### config.mk
export PLATFORM = sky130hd
export DESIGN_NAME = axi4lite_read_master
export DESIGN_NICKNAME = d
export VERILOG_FILES = /design/src/rtl/axi4lite_read_master.sv
export SDC_FILE = /design/constraint.sdc
export NUM_CORES = 1
export LEC_CHECK = 0
export CAP_MARGIN = 30
export CORE_ASPECT_RATIO = 0.9
export CORE_MARGIN = 2
export CORE_UTILIZATION = 42
export DETAILED_ROUTE_END_ITERATION = 6
export PLACE_DENSITY = 0.88
export SYNTH_ARGS = -nofsm -noshare
export SYNTH_HDL_FRONTEND = slang
export SYNTH_SLANG_ARGS = --single-unit
### constraint.sdc
create_clock -name aclk -period 2.5 [get_ports aclk]
set_clock_uncertainty 0.05 [all_clocks]
set_input_delay 0.5 -clock aclk [delete_from_list [all_inputs] [get_ports aclk]]
set_output_delay 0.5 -clock aclk [all_outputs]
set_load 0.03 [all_outputs]
### src/rtl/axi4lite_read_master.sv
// Single-outstanding AXI4-Lite read initiator with a sticky watchdog flag.
// Optional AXI_RD_ALIGN_CHECK_EN: misaligned requests answer SLVERR locally without issuing AR.
module axi4lite_read_master #(
  parameter int unsigned TIMEOUT = 1024
) (
  input  logic        aclk,
  input  logic        areset,
  input  logic        req_valid,
  output logic        req_ready,
  input  logic [31:0] req_addr,
  input  logic [2:0]  req_prot,
  output logic        rsp_valid,
  input  logic        rsp_ready,
  output logic [31:0] rsp_data,
  output logic [1:0]  rsp_resp,
  output logic        arvalid,
  input  logic        arready,
  output logic [31:0] araddr,
  output logic [2:0]  arprot,
  input  logic        rvalid,
  output logic        rready,
  input  logic [31:0] rdata,
  input  logic [1:0]  rresp,
  output logic        timeout
);

  localparam logic [15:0] TIMEOUT_C = 16'(TIMEOUT);

  typedef enum logic [1:0] {
    ST_IDLE = 2'b00,
    ST_ADDR = 2'b01,
    ST_DATA = 2'b10,
    ST_RESP = 2'b11
  } state_t;

  state_t      state_r;
  state_t      state_s;
  logic        req_hs_s;
  logic        ar_hs_s;
  logic        r_hs_s;
  logic        rsp_hs_s;
  logic        misalign_s;
  logic [31:0] araddr_r;
  logic [2:0]  arprot_r;
  logic [31:0] rsp_data_r;
  logic [1:0]  rsp_resp_r;
  logic [15:0] wd_cnt_r;
  logic        timeout_r;

  assign req_hs_s = req_valid & req_ready;
  assign ar_hs_s  = arvalid & arready;
  assign r_hs_s   = rvalid & rready;
  assign rsp_hs_s = rsp_valid & rsp_ready;

`ifdef AXI_RD_ALIGN_CHECK_EN
  assign misalign_s = (req_addr[1:0] != 2'b00);
`else
  assign misalign_s = 1'b0;
`endif

  // State register
  always_ff @(posedge aclk) begin
    if (areset) begin
      state_r <= ST_IDLE;
    end else begin
      state_r <= state_s;
    end
  end

  // Next-state logic
  always_comb begin
    state_s = state_r;
    case (state_r)
      ST_IDLE: begin
        if (req_hs_s) begin
          state_s = misalign_s ? ST_RESP : ST_ADDR;
        end else begin
          state_s = ST_IDLE;
        end
      end
      ST_ADDR: begin
        if (ar_hs_s) state_s = ST_DATA;
        else         state_s = ST_ADDR;
      end
      ST_DATA: begin
        if (r_hs_s) state_s = ST_RESP;
        else        state_s = ST_DATA;
      end
      ST_RESP: begin
        if (rsp_hs_s) state_s = ST_IDLE;
        else          state_s = ST_RESP;
      end
      default: state_s = ST_IDLE;
    endcase
  end

  // Handshake outputs decoded purely from the state register
  always_comb begin
    req_ready = 1'b0;
    arvalid   = 1'b0;
    rready    = 1'b0;
    rsp_valid = 1'b0;
    case (state_r)
      ST_IDLE: req_ready = 1'b1;
      ST_ADDR: arvalid   = 1'b1;
      ST_DATA: rready    = 1'b1;
      ST_RESP: rsp_valid = 1'b1;
      default: req_ready = 1'b0;
    endcase
  end

  // Request and response capture; a locally rejected request never touches araddr/arprot
  always_ff @(posedge aclk) begin
    if (areset) begin
      araddr_r   <= 32'd0;
      arprot_r   <= 3'd0;
      rsp_data_r <= 32'd0;
      rsp_resp_r <= 2'b00;
    end else begin
      if (req_hs_s && !misalign_s) begin
        araddr_r <= req_addr;
        arprot_r <= req_prot;
      end
      if (r_hs_s) begin
        rsp_data_r <= rdata;
        rsp_resp_r <= rresp;
      end else if (req_hs_s && misalign_s) begin
        rsp_data_r <= 32'd0;
        rsp_resp_r <= 2'b10;
      end
    end
  end

  // Watchdog: counts silent DATA cycles, flag is sticky until reset
  always_ff @(posedge aclk) begin
    if (areset) begin
      wd_cnt_r  <= 16'd0;
      timeout_r <= 1'b0;
    end else if (ar_hs_s) begin
      wd_cnt_r <= 16'd0;
    end else if ((state_r == ST_DATA) && !rvalid && (wd_cnt_r != TIMEOUT_C)) begin
      wd_cnt_r <= wd_cnt_r + 16'd1;
      if (wd_cnt_r == (TIMEOUT_C - 16'd1)) begin
        timeout_r <= 1'b1;
      end
    end
  end

  assign araddr   = araddr_r;
  assign arprot   = arprot_r;
  assign rsp_data = rsp_data_r;
  assign rsp_resp = rsp_resp_r;
  assign timeout  = timeout_r;

endmodule
==> impl_metrics.ini, run 1 <==
[status]
status = completed

[cts]
htreeDepth = 3
cts_setup_buffers = 0
clk_pin_slew_ps = 90
numClockSinks = 88
cts_inserted_buffers = 9
worst_skew_pair.late_latency_ps = 350
clock-root-buffer = clkbuf_8
cts_tree = built
ctsLongestPathBuffers = 2
cts_resized = 0
postCtsHoldBufs = 0

[timing]
setup_viol = 0
period_needed_ps = 2291
finalCritPeriodShare_pct = 91.62
setup_slack_ps = 209.4
grt_setup_unrepaired = false
max_freq_mhz = 436.6
worst_pin_slew_ps = 532.9
hold_ws_ps = 397.7
tns_ps = 0
max-slew-margin-rel_pct = 64.47
hold_viol = 0
drv_slew = 0

[final_layout]
drive_gt1_share_pct = 4.762
design_area_um2 = 5144
n_fill_cell = 641
antenna_cells = 0
areaGrowthSynthToFinish_pct = 52.54
final_nets = 639
finalNonFillerCells = 663

[drt]
postRouteAntennaNets = 0
viasPerCell = 5.056
drc = 0
drt-pass1-iter-count = 4
drt_iter0_markers = 107
wl_mm = 9.065
routedWlPerCell_um = 13.67
vias = 3352

[floorplan]
die-width_um = 98.45
chipHeight_um = 89.01
rows = 30
ios = 149
coreArea_um2 = 7657
dieArea_um2 = 8763
start_util_pct = 44.04

[setup_path]
crit_required_ps = 1950
worstPathArrival_ps = 1740
endpoint_kind = primary output
cp-start-kind = flop
cp_max_fo = 10
critPathKind = flop to primary output

[grt]
grt_overflow_total = 0
grt_pass1_vias = 3077
grt_max_degree = 48
antenna_found_initial = 0
grt_pass1_wl_mm = 14.41
track_usage_pct = 20.30

[synth]
synth.most_common_cell = nand2_1
synth_common_cells = nand2_1, dfxtp_1, a21oi_1, clkbuf_1, nor2_1
synthCells = 425
yosysTopAreaCell = dfxtp_1
synth_fp_nets = 502
yosys_warnings = 0
ys_ff_latch = 88
async_reset_ff_share_pct = 0
ys.flop_type = dfxtp_1
syn_area_um2 = 3372
synth-seq-area-share_pct = 52.24
avgSynthCellArea_um2 = 7.934
synth_area_leaders = dfxtp_1, nand2_1, a21oi_1
synth_edf_count = 0
yosysUniqueCellTypes = 36
synth_top_area_share_pct = 52.24

[flow_run]
maxCapViolations = 0

[place]
hpwl_mm = 6.533
preCtsSetupSlack_ps = 274.8
dp_cells = 647
io_buffers = 148
place_congestion = 0.9069
dpl_cell_area_um2 = 4912

[pwr]
power.leakage_nw = 1.801
vdd_ir_drop_max_uv = 430.8
power_density_nw_per_um2 = 608.8

[worst_hold_path]
min_path_type = flop to flop
==> stage by stage <==
step / util (%) / total power, mW
floorplan: - / 1.790
global placement: 64.15 / 2.052
detailed placement: 64.15 / 2.065
CTS: 67.17 / 3.175
global route: 67.17 / 3.281
finish: 67.17 / 3.131
==> report_power, final <==
group          leakage, nW  internal (mW)  switching [mW]
Combinational        0.974          0.253           0.283
Clock                0.113          0.620           0.483
Sequential           0.715           1.46          0.0343
==> path summary, 6_finish.rpt <==
check,startpoint,endpoint,slack (ps),depth (start not counted)
setup / recovery,state_r[0],rready,210,2
hold / removal,timeout,timeout,400,2
setup reg to reg,wd_cnt_r[0],wd_cnt_r[3],610,6
hold reg to reg,timeout,timeout,400,2
==> cells in the final DEF, fill, tap and decap left out, types with 2 or more instances in the layout <==
cell type and instances:
clkbuf_8 11, a21oi_1 83, and4_1 3, dfxtp_1 88
inv_1 5, clkdlybuf4s50_1 147, or4_1 4, xor2_1 3
nor2_1 11, bufinv_16 2, nand2_1 147, nand4_1 5
o21ai_0 7, buf_4 6, or3_1 5, nor4b_1 2
nand3_1 6, ha_1 2, and2_1 5, o31ai_1 3
nor4_1 2
==> cell families (layout without fill, tap and decap cells) <==
kind of cell             Yosys count  after routing  synth area share (%)
AND/OR/NAND/NOR                  199            199                 26.57
AO/OA/AOI/OAI                     98             98                 15.25
flip-flops                        88             88                 52.24
buffers and inverters             34            176                 4.156
XOR/XNOR                           4              4                 1.039
adder cells (fa/ha/maj)            2              2                0.7420
==> layout make-up <==
class | count | area (µm²) | area share (%)
multi-input cells | 303 | 1470 | 28.58
clock inverters | 4 | 76.32 | 1.484
flip-flops and latches | 88 | 1762 | 34.25
clock buffers | 12 | 155.1 | 3.016
well taps | 96 | 120.1 | 2.335
inverters | 5 | 18.77 | 0.3649
repair buffers | 155 | 1541 | 29.97
==> sequential cells by signal (all words and copies together) (netlist names) <==
register,cells
wd_cnt_r,16
araddr,32
arprot,3
timeout,1
state_r,2
rsp_data,32
rsp_resp,2
==> metal layers <==
layer / part of all wire, % / track usage (%)
met1: 42 / 23.70
met2: 49 / 35.31
met3: 7.2 / 6.411
met4: 1.7 / 8.095
met5: 0 / 0
==> worst max-delay path, stage by stage, from the launching register on <==
cell             delay [ps]
dfxtp_1                 410
and2b_1                 290
clkdlybuf4s50_1         690
(Power assumes the default switching activity.)
==> inputs of run 2 (changes only) <==
--- a/config.mk
+++ b/config.mk
@@ -11,2 +11,3 @@
 export CORE_UTILIZATION = 42
+export CTS_CLUSTER_SIZE = 24
 export DETAILED_ROUTE_END_ITERATION = 6
--- a/constraint.sdc
+++ b/constraint.sdc
@@ -4,2 +4,2 @@
 set_output_delay 0.5 -clock aclk [all_outputs]
-set_load 0.03 [all_outputs]
+set_load 0.05 [all_outputs]
==> run 2 against run 1 <==
Net effect: die area is the same; register-to-register slack lost 50 ps; fmax shrank 5.5%; first-iteration DRC count grew 45%; count of clock-buffer cells in the layout shrank 2; via count shrank 0.30%; wire length grew 2.3%; final cell count is the same; combinational power grew 17%; critical path depth is the same; hold slack gained 5.7 ps; highest routed layer unchanged.
==> impl_metrics.ini, run 2 (synthesized netlist as in run 1, its figures left out) <==
[status]
status = completed

[grt]
grt_pass1_vias = 3183
grt_pass1_wl_mm = 14.80
grt_max_degree = 50
grt_overflow_total = 0
track_usage_pct = 20.70
antenna_found_initial = 0

[final_layout]
n_fill_cell = 640
design_area_um2 = 5141
finalNonFillerCells = 663
fin_util_pct = 67.14
antenna_cells = 0
final_nets = 640
areaGrowthSynthToFinish_pct = 52.47
seq_area_um2 = 1762
drive_gt1_share_pct = 4.938
multi_input_area_um2 = 1470
layout_commonest_cell = nand2_1
final_cell_mix = nand2_1, clkdlybuf4s50_1, dfxtp_1

[floorplan]
start_util_pct = 44.04
chipHeight_um = 89.01
die-width_um = 98.45
dieArea_um2 = 8763
ios = 149
rows = 30
coreArea_um2 = 7657

[cts]
clock-root-buffer = clkbuf_8
postCtsHoldBufs = 0
ctsLongestPathBuffers = 2
worst_skew_pair.late_latency_ps = 340
clk_pin_slew_ps = 90
cts_tree = built
numClockSinks = 88
htreeDepth = 3
cts_setup_buffers = 0
cts_inserted_buffers = 9

[timing]
setup_viol = 0
worst_pin_slew_ps = 536.8
period_needed_ps = 2423
drv_slew = 0
setup_slack_ps = 77.02
hold_viol = 0
grt_setup_unrepaired = false
max_freq_mhz = 412.7
tns_ps = 0
max-slew-margin-rel_pct = 64.10
finalCritPeriodShare_pct = 96.92

[drt]
viasPerCell = 5.041
vias = 3342
routedWlPerCell_um = 13.99
met1Wirelength_mm = 3.855
highest_layer = met4
drt-pass1-iter-count = 4
wl_met2_mm = 4.577
drc = 0
wl_met3_um = 695
postRouteAntennaNets = 0
wl_mm = 9.273
drt_iter0_markers = 155

[setup_path]
cp_max_fo = 9
worstPathArrival_ps = 1870
crit_required_ps = 1950
endpoint_kind = primary output
critPathKind = flop to primary output
cp-start-kind = flop

[pwr]
power.leakage_nw = 1.816
vdd_ir_drop_max_uv = 324.0
power_density_nw_per_um2 = 619.3

[flow_run]
maxCapViolations = 0

[place]
hpwl_mm = 6.755
io_buffers = 148
preCtsSetupSlack_ps = 230.3
place_congestion = 0.8532
dp_cells = 648
dpl_cell_area_um2 = 4920

[worst_hold_path]
min_path_type = flop to flop
run 2: cell types whose count changed in the layout (fill, tap and decap cells not counted):
cell and delta:
clkinv_2 +1, buf_4 +1, clkdlybuf4s50_1 -1, clkbuf_1 -1, clkbuf_8 -1, dlymetal6s2s_1 +1
run 2: cell type report:
cell class | instances | share of cell area (%)
Sequential cell | 88 | 34.27
Clock buffer | 10 | 2.677
Tap cell | 96 | 2.336
Multi-Input combinational cell | 303 | 28.60
Clock inverter | 5 | 1.582
Timing Repair Buffer | 156 | 30.18
Inverter | 5 | 0.3651
run 2: power breakdown:
group          internal, mW  total [mW]  switching [mW]
logic                 0.255       0.629           0.375
clock network         0.585        1.06           0.478
registers              1.46        1.49          0.0339
run 2: layer usage:
metal | track usage (%) | vias up
met5 | 0 | -
met4 | 7.472 | 0
met3 | 7.037 | 12
met2 | 36.49 | 118
met1 | 23.77 | 1528
li1 | - | 1684
run 2: worst max-delay path, cell delays in order (launching register included):
cell and delay, ps:
dfxtp_1 480, and2b_1 230, clkdlybuf4s50_1 820
run 2: path summary, 6_finish.rpt:
| path | startpoint | end | slack, ps | depth (start not counted) |
|---|---|---|---|---|
| setup / recovery | state_r[1] | rready | 80 | 2 |
| hold / removal | timeout | timeout | 400 | 2 |
| setup reg to reg | wd_cnt_r[0] | wd_cnt_r[7] | 560 | 6 |
| hold reg to reg | timeout | timeout | 400 | 2 |
run 2: metrics by stage:
step           power [mW]  hold slack [ps]
2_1_floorplan       1.879            402.6
3_3_place_gp        2.144            390.6
3_5_place_dp        2.158            396.0
4_1_cts             3.220            406.4
5_1_grt             3.330            421.2
6_report            3.184            403.4
run 2: timing repair:
action / 4_1_cts / 5_1_grt
resized for setup: 0 / 1
setup endpoints to repair: 0 / 1
hold endpoints to repair: 0 / 0
==> inputs of run 3 (changes only) <==
- CORE_ASPECT_RATIO: 0.9 -> 0.7
- clock period: 2.5 -> 2.3 ns (I/O delays scaled with it)
==> run 3 against run 2 <==
Net effect: sequential share of layout area is 0.77 points lower; global-route usage is 0.80 points higher; combinational power is 8.7% higher; critical path type unchanged; critical endpoint is now timeout; largest power group unchanged; highest routed layer unchanged.
==> impl_metrics.ini, run 3 (synthesized netlist as in run 1, its figures left out) <==
[setup_path]
cp_max_fo = 2
path_delay_family = buffers and inverters
cpPeakStageDelay_ps = 830
cp_slowest_cell = clkdlybuf4s50_1
cp-start-kind = flop
crit_chain = clkdlybuf4s50_1
worstPathArrival_ps = 1490
critPathBufInv = 1
crit_required_ps = 1790
r2r_end = wd_cnt_r[7]
ff2ff_setup_slack_ps = 310
critPathKind = flop to primary output
endpoint_kind = primary output
ff2ff_path_depth = 6
timing.rr.start = wd_cnt_r[0]

[final_layout]
multi_input_area_um2 = 1470
final_cell_mix = nand2_1, clkdlybuf4s50_1, dfxtp_1
n_fill_cell = 648
antenna_cells = 0
layout_commonest_cell = nand2_1
seq_area_um2 = 1762
drive_gt1_share_pct = 5.634
final_nets = 640
fin_util_pct = 67.11
areaGrowthSynthToFinish_pct = 55.99

[place]
place_congestion = 0.8598
hpwl_mm = 6.661
preCtsSetupSlack_ps = 85.52
io_buffers = 148

[pwr]
power_density_nw_per_um2 = 740.9
vdd_ir_drop_max_uv = 466.8
power.leakage_nw = 1.864

[grt]
grt_pass1_vias = 3265
grt_max_degree = 47
track_usage_pct = 21.50
grt_pass1_wl_mm = 15.37
antenna_found_initial = 0
grt_overflow_total = 0

[cts]
ctsLongestPathBuffers = 2
numClockSinks = 88
postCtsHoldBufs = 0
cts_tree = built
htreeDepth = 3
cts_setup_buffers = 0
cts_resized = 0
clk_pin_slew_ps = 60
clock-root-buffer = clkbuf_16
cts_inserted_buffers = 9
worst_skew_pair.late_latency_ps = 330

[drt]
vias = 3405
wl_mm = 9.373
drt-pass1-iter-count = 4
drt_iter0_markers = 206
postRouteAntennaNets = 0
routedWlPerCell_um = 14.01
drc = 0
viasPerCell = 5.090

[floorplan]
chipHeight_um = 78.97
die-width_um = 111.1
coreArea_um2 = 7838
ios = 149
dieArea_um2 = 8773
start_util_pct = 43.02
rows = 27

[timing]
period_needed_ps = 2002
setup_slack_ps = 298.1
drv_slew = 0
max-slew-margin-rel_pct = 62.02
tns_ps = 0
worst_pin_slew_ps = 569.6
hold_viol = 0
finalCritPeriodShare_pct = 87.04
max_freq_mhz = 499.5
setup_viol = 0
grt_setup_unrepaired = false

[status]
status = completed

[flow_run]
maxCapViolations = 0

[worst_hold_path]
min_to = rsp_data[0]
whs_path_depth = 2
min_path_type = flop to flop
min_from = rsp_data[0]
run 3: cell count changes in the layout (fill, tap and decap cells not counted):
cell	delta
clkdlybuf4s50_1	-3
clkbuf_8	-9
clkbuf_16	+9
clkinv_4	+1
inv_8	+1
clkinvlp_4	-1
buf_4	+3
clkbuf_1	+1
clkinv_2	-1
dlymetal6s2s_1	-1
buf_12	+1
run 3: metrics by stage:
step,std cells,power (mW),hold WS (ps),instance area (µm²)
after detailed placement,653,2.346,396.3,4928
after global placement,653,2.333,390.5,4928
after floorplan,425,2.043,402.6,3372
final,669,3.897,400.7,5260
after global routing,669,4.066,416.8,5260
after CTS,669,3.947,404.4,5260
run 3: how the worst max path moves through the flow:
stage	startpoint	to	slack, ps	cells past startpoint
6_report	timeout	timeout	300	1
5_1_grt	wd_cnt_r[0]	wd_cnt_r[7]	240	6
4_1_cts	araddr[0]	araddr[0]	290	1
3_5_place_dp	rvalid	timeout	90	5
3_3_place_gp	rvalid	timeout	120	5
2_1_floorplan	state_r[1]	araddr[0]	140	7
run 3: worst reg2reg max path: stages, from the launching register on:
cell and delay (ps):
dfxtp_1 390, inv_1 80, ha_1 190, nor4b_1 150, and4_1 330, or4_1 540
a21oi_1 180
run 3: final cells by class:
class / count / share of cell area, %
Sequential cell: 88 / 33.49
Timing Repair Buffer: 156 / 29.50
Multi-Input combinational cell: 303 / 27.95
Clock buffer: 11 / 4.615
Tap cell: 101 / 2.402
Clock inverter: 5 / 1.689
Inverter: 5 / 0.3568
run 3: routing by layer:
layer / GRT usage, % / wire (µm) / vias up
li1: - / - / 1688
met1: 25.78 / 4104 / 1584
met2: 37.30 / 4476 / 123
met3: 6.336 / 667 / 10
met4: 7.531 / 123 / 0
met5: 0 / 0 / -
run 3: report_power, final:
group	leakage (nW)	internal, mW	switching (mW)
clock	0.162	0.993	0.595
sequential	0.715	1.59	0.0385
combinational	0.987	0.277	0.408
total	1.86	2.86	1.04
